`config.mk`:
```
export PLATFORM = sky130hd
export DESIGN_NAME = seven_segment_scan_controller
export DESIGN_NICKNAME = d
export VERILOG_FILES = /design/src/rtl/seg_scan_pkg.sv /design/src/rtl/binary_to_common_anode_7segment.sv /design/src/rtl/seven_segment_scan_controller.sv
export SDC_FILE = /design/constraint.sdc
export NUM_CORES = 1
export LEC_CHECK = 0
export CAP_MARGIN = 15
export CORE_MARGIN = 10
export CORE_UTILIZATION = 60
export CTS_CLUSTER_SIZE = 12
export DETAILED_ROUTE_END_ITERATION = 7
export PLACE_DENSITY = 0.84
export SLEW_MARGIN = 20
export SYNTH_ARGS = -nofsm -noshare
export SYNTH_HDL_FRONTEND = slang
export SYNTH_SLANG_ARGS = --single-unit
```
`constraint.sdc`:
```
create_clock -name clock -period 6.7 [get_ports clock]
set_input_delay 1.34 -clock clock [delete_from_list [all_inputs] [get_ports clock]]
set_output_delay 1.34 -clock clock [all_outputs]
set_load 0.01 [all_outputs]
```
`src/rtl/seg_scan_pkg.sv`:
```
// Shared types and constants for the seven-segment scan controller.
package seg_scan_pkg;

    typedef enum logic [1:0] {
        OFF   = 2'd0,
        DRIVE = 2'd1,
        GAP   = 2'd2
    } scan_state_t;

    localparam logic [6:0] SEG_BLANK = 7'h7F;

endpackage

```
`src/rtl/binary_to_common_anode_7segment.sv`:
```
// Existing 4-bit hex to common-anode 7-segment decoder, active-low {g,f,e,d,c,b,a}.
module Binary_To_Common_Anode_7Segment (
    input  logic [3:0] binary,
    output logic [6:0] segments_n
);

    always_comb begin
        segments_n = 7'b1000000;
        case (binary)
            4'h0: segments_n = 7'b1000000;
            4'h1: segments_n = 7'b1111001;
            4'h2: segments_n = 7'b0100100;
            4'h3: segments_n = 7'b0110000;
            4'h4: segments_n = 7'b0011001;
            4'h5: segments_n = 7'b0010010;
            4'h6: segments_n = 7'b0000010;
            4'h7: segments_n = 7'b1111000;
            4'h8: segments_n = 7'b0000000;
            4'h9: segments_n = 7'b0010000;
            4'hA: segments_n = 7'b0001000;
            4'hB: segments_n = 7'b0000011;
            4'hC: segments_n = 7'b1000110;
            4'hD: segments_n = 7'b0100001;
            4'hE: segments_n = 7'b0000110;
            4'hF: segments_n = 7'b0001110;
            default: segments_n = 7'b1000000;
        endcase
    end

endmodule

```
`src/rtl/seven_segment_scan_controller.sv`:
```
// Multiplexes NUM_DIGITS common-anode digits with a blanking gap and tear-free frame commits.
// state | meaning
// OFF   | display dark, waiting for enable
// DRIVE | current digit lit for REFRESH_DIV-BLANK_CYCLES cycles
// GAP   | all anodes off for BLANK_CYCLES cycles, then advance digit
module seven_segment_scan_controller
    import seg_scan_pkg::*;
#(
    parameter int NUM_DIGITS   = 4,
    parameter int REFRESH_DIV  = 50000,
    parameter int BLANK_CYCLES = 500
) (
    input  logic                    clock,
    input  logic                    reset_n,
    input  logic                    enable,
    input  logic                    load_valid,
    output logic                    load_ready,
    input  logic [4*NUM_DIGITS-1:0] load_data,
    input  logic [NUM_DIGITS-1:0]   blank_mask,
    output logic [NUM_DIGITS-1:0]   anode_n,
    output logic [6:0]              segments_n,
    output logic                    frame_tick
);

    localparam int IW = $clog2(NUM_DIGITS);
    localparam int CW = $clog2(REFRESH_DIV);
    localparam logic [IW-1:0] IDX_LAST   = IW'(NUM_DIGITS - 1);
    localparam logic [CW-1:0] DRIVE_LAST = CW'(REFRESH_DIV - BLANK_CYCLES - 1);
    localparam logic [CW-1:0] GAP_LAST   = CW'(BLANK_CYCLES - 1);

    scan_state_t             state;
    logic [IW-1:0]           idx;
    logic [CW-1:0]           cnt;
    logic [4*NUM_DIGITS-1:0] display;
    logic [4*NUM_DIGITS-1:0] pending;
    logic                    pending_full;
    logic                    commit_q;
    logic                    wrap_edge;
    logic                    drive_on;
    logic [3:0]              nibble;
    logic [6:0]              seg_dec;
    logic [NUM_DIGITS-1:0]   anode_next;

    assign wrap_edge  = enable && (state == GAP) && (cnt == GAP_LAST) && (idx == IDX_LAST);
    assign drive_on   = enable && (state == DRIVE) && !blank_mask[idx];
    assign nibble     = display[{idx, 2'b00} +: 4];
    assign load_ready = !pending_full;

    Binary_To_Common_Anode_7Segment u_decoder (
        .binary     (nibble),
        .segments_n (seg_dec)
    );

    always_comb begin
        anode_next = '1;
        if (drive_on) anode_next[idx] = 1'b0;
    end

    always_ff @(posedge clock or negedge reset_n) begin
        if (!reset_n) begin
            state <= OFF;
            idx   <= '0;
            cnt   <= '0;
        end else if (!enable) begin
            state <= OFF;
            idx   <= '0;
            cnt   <= '0;
        end else begin
            case (state)
                OFF: begin
                    state <= DRIVE;
                    cnt   <= '0;
                end
                DRIVE: begin
                    if (cnt == DRIVE_LAST) begin
                        state <= GAP;
                        cnt   <= '0;
                    end else begin
                        cnt <= cnt + CW'(1);
                    end
                end
                GAP: begin
                    if (cnt == GAP_LAST) begin
                        state <= DRIVE;
                        cnt   <= '0;
                        idx   <= (idx == IDX_LAST) ? '0 : idx + IW'(1);
                    end else begin
                        cnt <= cnt + CW'(1);
                    end
                end
                default: begin
                    state <= OFF;
                    idx   <= '0;
                    cnt   <= '0;
                end
            endcase
        end
    end

    // commit_q holds ready low for one extra cycle so it reopens the cycle after the commit
    always_ff @(posedge clock or negedge reset_n) begin
        if (!reset_n) begin
            pending      <= '0;
            display      <= '0;
            pending_full <= 1'b0;
            commit_q     <= 1'b0;
        end else begin
            if (load_valid && !pending_full) begin
                pending      <= load_data;
                pending_full <= 1'b1;
            end
            if (commit_q) begin
                pending_full <= 1'b0;
                commit_q     <= 1'b0;
            end else if (pending_full && (wrap_edge || state == OFF)) begin
                display  <= pending;
                commit_q <= 1'b1;
            end
        end
    end

    always_ff @(posedge clock or negedge reset_n) begin
        if (!reset_n) begin
            anode_n    <= '1;
            segments_n <= SEG_BLANK;
            frame_tick <= 1'b0;
        end else begin
            anode_n    <= anode_next;
            segments_n <= drive_on ? seg_dec : SEG_BLANK;
            frame_tick <= wrap_edge;
        end
    end

endmodule

```
; ---- Word level (Yosys, flattened, before mapping)
; Memories as Yosys holds them, arrays and structs flattened.
; Cells that the tools add are included.
[totals]
regBits = 66
latchBits = 0
ramBits = 0
romBits = 112
input_bits = 24
output_inout_bits = 13
word_cells = 65
memories = 1
[classes]
n_addsub = 2
n_mul = 0
div_mod_pow = 0
magnitude_cmp = 2
eq_ne = 8
shift = 1
n_mux = 22
n_bitwise = 2
n_reduce_logical = 17
[memory_table]
columns = name, words, width, rd, rd_clocked_by_memory_dff, write_ports, line
row1 = (no name shown), 16, 7, 1, 0, 0, binary_to_common_anode_7segment.sv:9  ; case (binary)
[op_table]
columns = cell, n
row1 = 16-bit two-way mux, 3
row2 = 16-bit one-hot mux with 2 select lines, 1
row3 = "16-bit by 1-bit adder with 16-bit output, second input constant", 1
row4 = "16-bit equality test, second input constant", 1
row5 = "16-bit by 9-bit equality test with 1-bit output, second input constant", 1
row6 = 16-bit by 5-bit variable part select with 4-bit output, 1
row7 = 2-bit two-way mux, 6
row8 = 1-bit logical AND, 8
row9 = 7-bit two-way mux, 1
row10 = 1-bit two-way mux, 6
row11 = "3-bit by 2-bit != test with 1-bit output, second input constant", 2
row12 = 2-bit one-hot mux with 3 select lines, 1
row13 = 2-bit AND reduction, 3
row14 = "2-bit equality test, second input constant", 2
row15 = 4-bit two-way mux, 1
row16 = 4-bit NOT, 1
row17 = 2-bit one-hot mux with 2 select lines, 1
row18 = "2-bit by 3-bit less-than comparator with 1-bit output, second input constant", 1
row19 = "2-bit by 1-bit adder with 2-bit output, second input constant", 1
row20 = 1-bit binary-select mux with 2-bit select, 1
row21 = 1-bit demux with 2-bit select, 1
row22 = "2-bit by 1-bit equality test with 1-bit output, second input constant", 1
row23 = "2-bit by 1-bit greater-or-equal comparator with 1-bit output, second input constant", 1
row24 = 1-bit zero test, 2
row25 = other kinds (6), 6

; ---- Logic depth before layout (Yosys ltp)
; Gate-level depths: netlist of the first run.
[logic_depth]
depth_word = 8
depth_mapped = 7
mapped_depth_nobuf = 6

; ---- Hierarchy
; From an unflattened synthesis of the first run, not the netlist that was laid out.
[unflattened]
cells_unflattened = 360
area_unflattened_um2 = 3703.6
[by_module_without_submodules]
columns = mod, instances, cells_per_inst, area_per_inst_um2, seq_area_each_um2
row1 = seven_segment_scan_controller, 1, 327, 3429.5, 1665.3
row2 = Binary_To_Common_Anode_7Segment, 1, 33, 274.0, 0.0

; ---- Worst setup path before layout of the first run
; Ideal clock, no wire load.
[synth_timing]
path_type = input to register
from = input load_valid
to = register pending[10]
setup_ns = 0.125
arrival_ns = 2.419
required_ns = 6.575
path_slack_ns = 4.156
cell_stages = 4
path_buffers = 2
path_cell_list = nor2b_1 > clkbuf_1 > clkbuf_1 > mux2_2
[synth_via]
elab_chain_cells = 1
[synth_lines]
columns = item, line
row1 = from (decl), seven_segment_scan_controller.sv:16  ; input logic load_valid,
row2 = 1-bit logical AND, seven_segment_scan_controller.sv:108  ; if (load_valid && !pending_full) begin
row3 = to (signal assigned), seven_segment_scan_controller.sv:109  ; pending <= load_data;
row4 = to (decl), seven_segment_scan_controller.sv:35  ; logic [4*NUM_DIGITS-1:0] pending;
; No other way between the ends.
; A chain may end at the register's enable or synchronous reset.

; ---- Worst setup path after layout of the first run
[layout_timing]
from = input enable
to = register display[14]
[layout_via]
elab_chain_cells = 6
[layout_lines]
columns = item, line
row1 = from (decl), seven_segment_scan_controller.sv:15  ; input logic enable,
row2 = 1-bit logical AND (3 in a row), seven_segment_scan_controller.sv:44  ; assign wrap_edge = enable && (state == GAP) && (cnt == GAP_LAST) && (idx == IDX_LAST);
row3 = 1-bit logical OR, seven_segment_scan_controller.sv:115  ; end else if (pending_full && (wrap_edge || state == OFF)) begin
row4 = 1-bit logical AND, seven_segment_scan_controller.sv:115
row5 = 2-bit AND reduction (no source line), --
row6 = to (signal assigned), seven_segment_scan_controller.sv:116  ; display <= pending;
row7 = to (decl), seven_segment_scan_controller.sv:34  ; logic [4*NUM_DIGITS-1:0] display;
; No other way between the ends.

==> results of run 1 <==
[power groups by stage]
| stage | clock network (mW) | logic [mW] | registers [mW] |
|---|---|---|---|
| floorplan | 0 | 0.471 | 0.595 |
| global placement | 0 | 0.570 | 0.619 |
| detailed placement | 0 | 0.596 | 0.626 |
| CTS | 0.462 | 0.605 | 0.620 |
| global route | 0.477 | 0.683 | 0.635 |
| finish | 0.459 | 0.608 | 0.623 |
[layer usage]
metal | vias to the layer above | global-route usage [%] | part of all wire, %
met3 | 13 | 3.058 | 5.8
met1 | 1420 | 20.71 | 44
met5 | - | 0 | 0
li1 | 1330 | - | -
met2 | 117 | 25.24 | 48
met4 | 0 | 8.837 | 1.6
[path summary, 6_finish.rpt]
| kind | startpoint | slack (ns) | cells after the start | endpoint |
|---|---|---|---|---|
| max | enable | 3.85 | 4 | display[14] |
| min | commit_q | 0.46 | 1 | pending_full |
| max reg2reg | cnt[0] | 4.14 | 5 | display[14] |
| min reg2reg | commit_q | 0.46 | 1 | pending_full |
| max in group asynchronous | reset_n | 5.01 | 2 | cnt[8] |
| min in group asynchronous | reset_n | 1.17 | 2 | state[1] |
[per-stage QoR]
stage,utilization (%),cells,setup slack (ns),instance area (um^2)
6_report,72.36,466,3.845,4259
5_1_grt,72.36,466,3.762,4259
4_1_cts,72.32,466,3.907,4257
3_5_place_dp,67.67,450,3.538,3983
3_3_place_gp,67.67,450,3.589,3983
2_1_floorplan,-,358,4.156,3602
[cell usage in the layout, fill, tap and decap left out, types with 2 or more instances in the layout]
master,instances
sky130_fd_sc_hd__xor2_1,2
sky130_fd_sc_hd__o221ai_1,4
sky130_fd_sc_hd__clkdlybuf4s50_1,35
sky130_fd_sc_hd__a21oi_1,22
sky130_fd_sc_hd__ha_1,14
sky130_fd_sc_hd__dfstp_2,11
sky130_fd_sc_hd__o21ai_0,18
sky130_fd_sc_hd__or4_1,2
sky130_fd_sc_hd__nor3_1,4
sky130_fd_sc_hd__nand2b_1,3
sky130_fd_sc_hd__mux2_2,17
sky130_fd_sc_hd__clkbuf_8,10
sky130_fd_sc_hd__and3_1,19
sky130_fd_sc_hd__o41a_1,2
sky130_fd_sc_hd__or2_2,2
sky130_fd_sc_hd__or3_1,3
sky130_fd_sc_hd__nor4_1,3
sky130_fd_sc_hd__xnor2_1,9
sky130_fd_sc_hd__inv_1,15
sky130_fd_sc_hd__nor2_1,23
sky130_fd_sc_hd__nand2_1,20
sky130_fd_sc_hd__mux4_2,5
sky130_fd_sc_hd__nand3_1,21
sky130_fd_sc_hd__or4b_4,2
sky130_fd_sc_hd__nor2b_1,19
sky130_fd_sc_hd__buf_4,4
sky130_fd_sc_hd__mux2i_1,6
sky130_fd_sc_hd__nand4_1,20
sky130_fd_sc_hd__bufinv_16,4
sky130_fd_sc_hd__dfrtp_1,55
[area by class of cell]
class                   count  share of cell area [%]
inverters                  15                   1.322
flip-flops and latches     66                   39.10
well taps                  75                   2.203
clock buffers              10                   3.231
multi-input cells         254                   41.89
repair buffers             40                   9.048
clock inverters             6                   3.202
[registers in the layout, indices dropped and copies added (netlist names)]
signal	cells
pending_full	1
idx	2
pending	16
segments_n	7
anode_n	4
commit_q	1
display	16
frame_tick	1
state	2
cnt	16
[logic make-up after synthesis]
kind of cell               count (synthesis)  synth area share [%]
adders and majority gates                 15                 5.210
AOI/OAI and AO/OA                         53                 8.719
xor gates and xnor gates                  11                 2.675
and+or+nand+nor                          147                 22.75
DFF                                       66                 46.23
buffers and inverters                     38                 4.307
muxes                                     28                 10.11
[worst max-delay path: stages]
cell	delay, ns
sky130_fd_sc_hd__clkdlybuf4s50_1	0.68
sky130_fd_sc_hd__nand3_1	0.52
sky130_fd_sc_hd__o21ai_0	0.41
sky130_fd_sc_hd__nand3_1	0.12
==> impl_results.md, run 1 <==
* Dominant cells by area after synthesis: sky130_fd_sc_hd__dfrtp_1 (38%), sky130_fd_sc_hd__dfstp_2 (8.0%), sky130_fd_sc_hd__mux2_2 (5.3%), sky130_fd_sc_hd__ha_1 (5.2%), sky130_fd_sc_hd__nand4_1 (3.5%)
* Clock-pin transition on the worst setup and hold timing paths at 0.08 ns
* Post-synthesis instance total at between 300 and 400
* Final clock period utilization by the worst path at between 40% and 50%
* Static leakage power at about 1.7 nW
* Final hold violations at 0
* H-tree level count at 3
* Setup Fix Bufs, Post-CTS at 0
* Leading cell type by number of instances after synthesis: sky130_fd_sc_hd__dfrtp_1
* Internal power summed over all cells at around 1.1 mW
* Clock tree from TritonCTS: built
* Netlist area before placement at about 0.0036 mm^2
* YS warnings at 0
* Hold-fix buffer count after cts at 0
* Starting utilization of the core area at approximately three fifths
* Switching Share at about 34%
* Remaining global-route overflow at 0
* Total power draw at roughly 1.7 mW
* Final weighted congestion of routability-driven global placement at between 0.8 and 0.9
* Final Hold Slack at around 0.46 ns
* Top flip-flop cell by instance count after synthesis: sky130_fd_sc_hd__dfrtp_1
* Switch Pwr at ~0.58 mW
* Fillers at 421
* Iteration count of the initial detailed-routing pass at 5
* Register area share after synthesis at between 40% and 50%
* Worst Path Max Fanout at 16
* Total power density per cell area at about 400 mW/mm^2
* Routed WL per cell at between 15 and 20 um
* Count of flip-flops with a built-in enable after synthesis at 0
* Final setup fails at 0
* Wire length after detailed routing at between 7000 and 8000 um
* Area of the die at approximately 0.0095 mm^2
* Worst-case headroom to the max-slew limit at between 40% and 50%
* Sort of element at the start of the critical path: input port
* GRT Total Usage at between 10% and 20%
* Chip height at ~100 um
* Antenna violations before repair at 0
* Worst Setup Path Type: in2reg
* Num rows at 28
* Antenna Cells at 0
* Detail-routed via count per cell at approximately 6
* Number of placed I/O pins at 37
* Distinct cell type count of the synthesized netlist at 43
* Sequential cell area at roughly 0.0017 mm^2
* Commonest cells post-synth: sky130_fd_sc_hd__dfrtp_1 (55), sky130_fd_sc_hd__nor2_1 (23), sky130_fd_sc_hd__a21oi_1 (22), sky130_fd_sc_hd__nand3_1 (21)
* Total number of clock tree sinks at 66
* Post-CTS sizing at 0
* Setup skew after layout at between 0.008 and 0.009 ns
* Maximum vdd ir drop at around 0.00028 V
* Total clock buffers created by CTS at 9
* Worst EP arrival at about 3.1 ns
* Count of input and output buffers at 36
* Library cell occupying the most area in the post-synthesis netlist: sky130_fd_sc_hd__dfrtp_1
* Final TNS setup at 0 ns
* Fmax at ~0.35 GHz
* Total nets after synthesis at about 400
* Layout Area Growth over Synthesis at 18.24%
* Post-route antenna net violation count at 0
* Total area of multi-input combinational cells at between 0.0015 and 0.002 mm^2
* Clock power frac at 27.1%
* Type of element capturing the critical path: flip-flop
* Longest Clk Path Bufs at 2
* Via count at between 2000 and 3000
* Min Tclk post-route at around 2.9 ns
* Root Driver: sky130_fd_sc_hd__clkbuf_8
* Share of power burned in registers at roughly 37%
* Async set-reset flop share out of synthesis at between 90% and 100%
* Worst-skew pair later-pin latency at about 0.35 ns
* Number of max-cap violations at 0
* Average footprint of a synthesized cell at around 10 um^2
* DRC at 0
* Proportion of layout cells with a drive suffix above 1 at approximately 16%
* Horizontal die dimension at 97.49 um
* First DRT Iteration DRCs at 269
* Final Slew Violations at 0
* Number of nets in the final layout at 425
* Worst min-delay path class: reg2reg
* Share of Yosys cell area claimed by the top area cell type at 38.21%
* Pin count of the biggest net entering global routing at 67
* Data required time of the critical path at between 6 and 7 ns
* Outcome: completed
* Logic pwr share at 36.0%
* Number of global-route vias before repair at 2823
* Half-perimeter wire length of the detailed placement result at ~5000 um
* Worst Tran Pin Value at about 0.81 ns
* Wire length of the first global-routing pass at roughly 13000 um
* Core area at roughly 0.0059 mm^2
* Setup repair after global routing missed its margin: no
* Flop and latch count out of synthesis at between 60 and 70
(Power assumes the default switching activity.)
==> run 2, diff against run 1 <==
--- a/config.mk
+++ b/config.mk
@@ -7,10 +7,10 @@
 export LEC_CHECK = 0
 export CAP_MARGIN = 15
 export CORE_MARGIN = 10
-export CORE_UTILIZATION = 60
+export CORE_UTILIZATION = 57
 export CTS_CLUSTER_SIZE = 12
 export DETAILED_ROUTE_END_ITERATION = 7
-export PLACE_DENSITY = 0.84
+export PLACE_DENSITY = 0.8
 export SLEW_MARGIN = 20
 export SYNTH_ARGS = -nofsm -noshare
 export SYNTH_HDL_FRONTEND = slang
==> constraint.sdc (replaced) <==
create_clock -name clock -period 2.9 [get_ports clock]
set_input_delay 0.58 -clock clock [delete_from_list [all_inputs] [get_ports clock]]
set_output_delay 0.58 -clock clock [all_outputs]
set_load 0.01 [all_outputs]
==> run 2 against run 1 <==
Die area rose by 4.2%. Flip-flop and latch count unchanged. Critical path depth grew 1. Clock power rose by 110%. Clock-buffer cell count unchanged. Sequential power rose by 130%. First-iteration DRC count fell by 28%. Hold slack worse by 0.21 ns. Non-clock buffer count up 4. Clock skew is 0.00069 ns lower. Critical path type is now reg2reg. Largest cell class unchanged. Highest routed layer unchanged.
==> impl_results.md, run 2 (synthesis gave the netlist of run 1 again) <==
* Post-route antenna net violation count at 0 (unchanged)
* Setup repair after global routing missed its margin: no
* Minimum setup slack after placement at 0.4514 ns (-3.086 ns)
* Maximum vdd ir drop at 0.0005252 V (+88%)
* Type of element capturing the critical path: flip-flop
* Final weighted congestion of routability-driven global placement at 0.8105 (-0.16%)
* Leading cell type in the layout, fill and taps excluded: sky130_fd_sc_hd__dfrtp_1
* Total number of clock tree sinks at 66 (unchanged)
* Number of placed I/O pins at 37 (unchanged)
* Chip height at 99.50 um (+2.1%)
* Antenna Cells at 0 (unchanged)
* Hold-fix buffer count after cts at 0 (unchanged)
* Worst Path Max Fanout at 16 (unchanged)
* Setup skew after layout at 0.008135 ns (-0.0006866 ns)
* Number of max-cap violations at 0 (unchanged)
* Final TNS setup at 0 ns (unchanged)
* Longest Clk Path Bufs at 2 (unchanged)
* DRC at 0 (unchanged)
* Count of input and output buffers at 36 (unchanged)
* Final setup fails at 0 (unchanged)
* Most frequent cells in the layout: sky130_fd_sc_hd__dfrtp_1 (55), sky130_fd_sc_hd__clkdlybuf4s50_1 (35), sky130_fd_sc_hd__nor2_1 (23)
* Pin count of the biggest net entering global routing at 67 (unchanged)
* Root Driver: sky130_fd_sc_hd__clkbuf_8
* Routed WL per cell at 16.82 um (+0.55%)
* Worst min-delay path class: in2async
* Clock tree from TritonCTS: built
* Sort of element at the start of the critical path: flip-flop
* Antenna violations before repair at 0 (unchanged)
* Worst EP arrival at 2.71 ns (-0.37 ns)
* Core area at 0.006026 mm^2 (+2.4%)
* Final hold violations at 0 (unchanged)
* Worst Tran Pin Value at 0.6782 ns (-0.1320 ns)
* Detail-routed via count per cell at 6.089 (-1.5%)
* Final setup margin at 0.4210 ns (-3.424 ns)
* Fin area at 0.004277 mm^2 (+0.41%)
* Final clock period utilization by the worst path at a little under nine tenths
* Starting utilization of the core area at 59.78% (-1.4 points)
* Num rows at 28 (unchanged)
* Proportion of layout cells with a drive suffix above 1 at 16.71% (+0.60 points)
* Worst Setup Path Type: reg2reg
* Worst-case headroom to the max-slew limit at 54.79% (+8.8 points)
* Depth of the worst register-to-register path at 5 (unchanged)
* Outcome: completed
* Fmax at ~0.4 GHz
* Top flop regs: cnt x16, display x16, pending x16
* H-tree level count at 3 (unchanged)
* Wire length after detailed routing at 7906 um (+1.4%)
* Layout Area Growth over Synthesis at 18.72%
* Half-perimeter wire length of the detailed placement result at 5322 um (+5.8%)
* Area of the die at 0.009899 mm^2 (+4.2%)
* Static leakage power at 1.746 nW (+0.63%)
* Setup Fix Bufs, Post-CTS at 0 (unchanged)
* Worst-skew pair later-pin latency at 0.35 ns (about the same)
* Number of global-route vias before repair at 2901 (+2.8%)
* Iteration count of the initial detailed-routing pass at 4 (-1)
* GRT Total Usage at 16.27% (+0.046 points)
* Crit-path cells: ha_1 -> or4b_4 -> or4_1 -> o21ai_0 -> nand3_1
* Wire length of the first global-routing pass at 13520 um (+2.9%)
* Total clock buffers created by CTS at 9 (unchanged)
* Via count at 2862 (-0.63%)
* Area after detailed placement at 0.004025 mm^2 (+1.1%)
* Horizontal die dimension at 99.50 um (+2.1%)
* Data required time of the critical path at 3.13 ns (-3.79 ns)
* Min Tclk post-route at about 2.5 ns
* Cell with the biggest individual delay on the critical path: sky130_fd_sc_hd__or4_1
* Number of nets in the final layout at 429 (+0.94%)
* Delay of the slowest cell on the worst path at 0.83 ns (+0.15 ns)
* Final standard cell utilization of the core at 70.97% (-1.4 points)
* Clock-pin transition on the worst setup and hold timing paths at 0.08 ns (about the same)
* First DRT Iteration DRCs at 193 (-28%)
* Remaining global-route overflow at 0 (unchanged)
* Post-CTS sizing at 0 (unchanged)
* Total power density per cell area at 895.6 mW/mm^2 (+130%)
* Final Slew Violations at 0 (unchanged)
-- run 2: changes by cell type in the layout (fill, tap and decap cells not counted), sizes merged --
cell,change
bufinv,-1
inv,-1
buf,+4
clkinvlp,+1
clkinv,+1
-- run 2: layout make-up --
cell class / instances / area (um^2)
clock buffers: 10 / 137.6
clock inverters: 6 / 113.9
fillers: 441 / 1749
inverters: 15 / 56.30
multi-input cells: 254 / 1782
flip-flops and latches: 66 / 1665
well taps: 75 / 93.84
repair buffers: 44 / 427.9
-- run 2: worst paths after layout --
| path | startpoint | end | slack, ns |
|---|---|---|---|
| min in group clock | commit_q | pending_full | 0.46 |
| worst min-delay path | reset_n | cnt[7] | 0.24 |
| max in group asynchronous | reset_n | segments_n[4] | 2.35 |
| worst max register to register | cnt[0] | display[15] | 0.42 |
| worst min register to register | commit_q | pending_full | 0.46 |
| worst max-delay path | cnt[0] | display[15] | 0.42 |
-- run 2: layer usage --
layer	part of all wire (%)	wire length, um	global-route usage [%]	up-vias
met2	47	3732	25.40	92
met3	6.5	512	4.360	9
met1	45	3573	20.79	1417
li1	-	-	-	1344
met4	1.1	88	6.836	0
met5	0	0	0	-
-- run 2: per-stage QoR --
step	total power, mW	cells	hold WS [ns]
floorplan	2.462	358	0.2844
global placement	2.770	454	0.4430
detailed placement	2.851	454	0.4567
CTS	3.832	470	0.2472
global route	4.095	470	0.2663
finish	3.830	470	0.2420
-- run 2: power breakdown --
part | switching (mW) | internal (mW) | total [mW]
Combinational | 0.754 | 0.666 | 1.42
Clock | 0.374 | 0.596 | 0.970
Sequential | 0.221 | 1.22 | 1.44
-- run 2: critical path, delay by kind of cell, from the launching register on --
family / cells / cell delay (ns)
adders and majority gates: 1 / 0.23
DFF: 1 / 0.37
AOI/OAI and AO/OA: 1 / 0.32
and+or+nand+nor: 3 / 1.46
==> run 3, diff against run 2 <==
--- a/config.mk
+++ b/config.mk
@@ -11,6 +11,8 @@
 export CTS_CLUSTER_SIZE = 12
 export DETAILED_ROUTE_END_ITERATION = 7
 export PLACE_DENSITY = 0.8
+export SKIP_CTS_REPAIR_TIMING = 1
+export SKIP_LAST_GASP = 1
 export SLEW_MARGIN = 20
 export SYNTH_ARGS = -nofsm -noshare
 export SYNTH_HDL_FRONTEND = slang
==> results of run 3 <==
Final layout, timing and power as in run 2 (identical DEF).
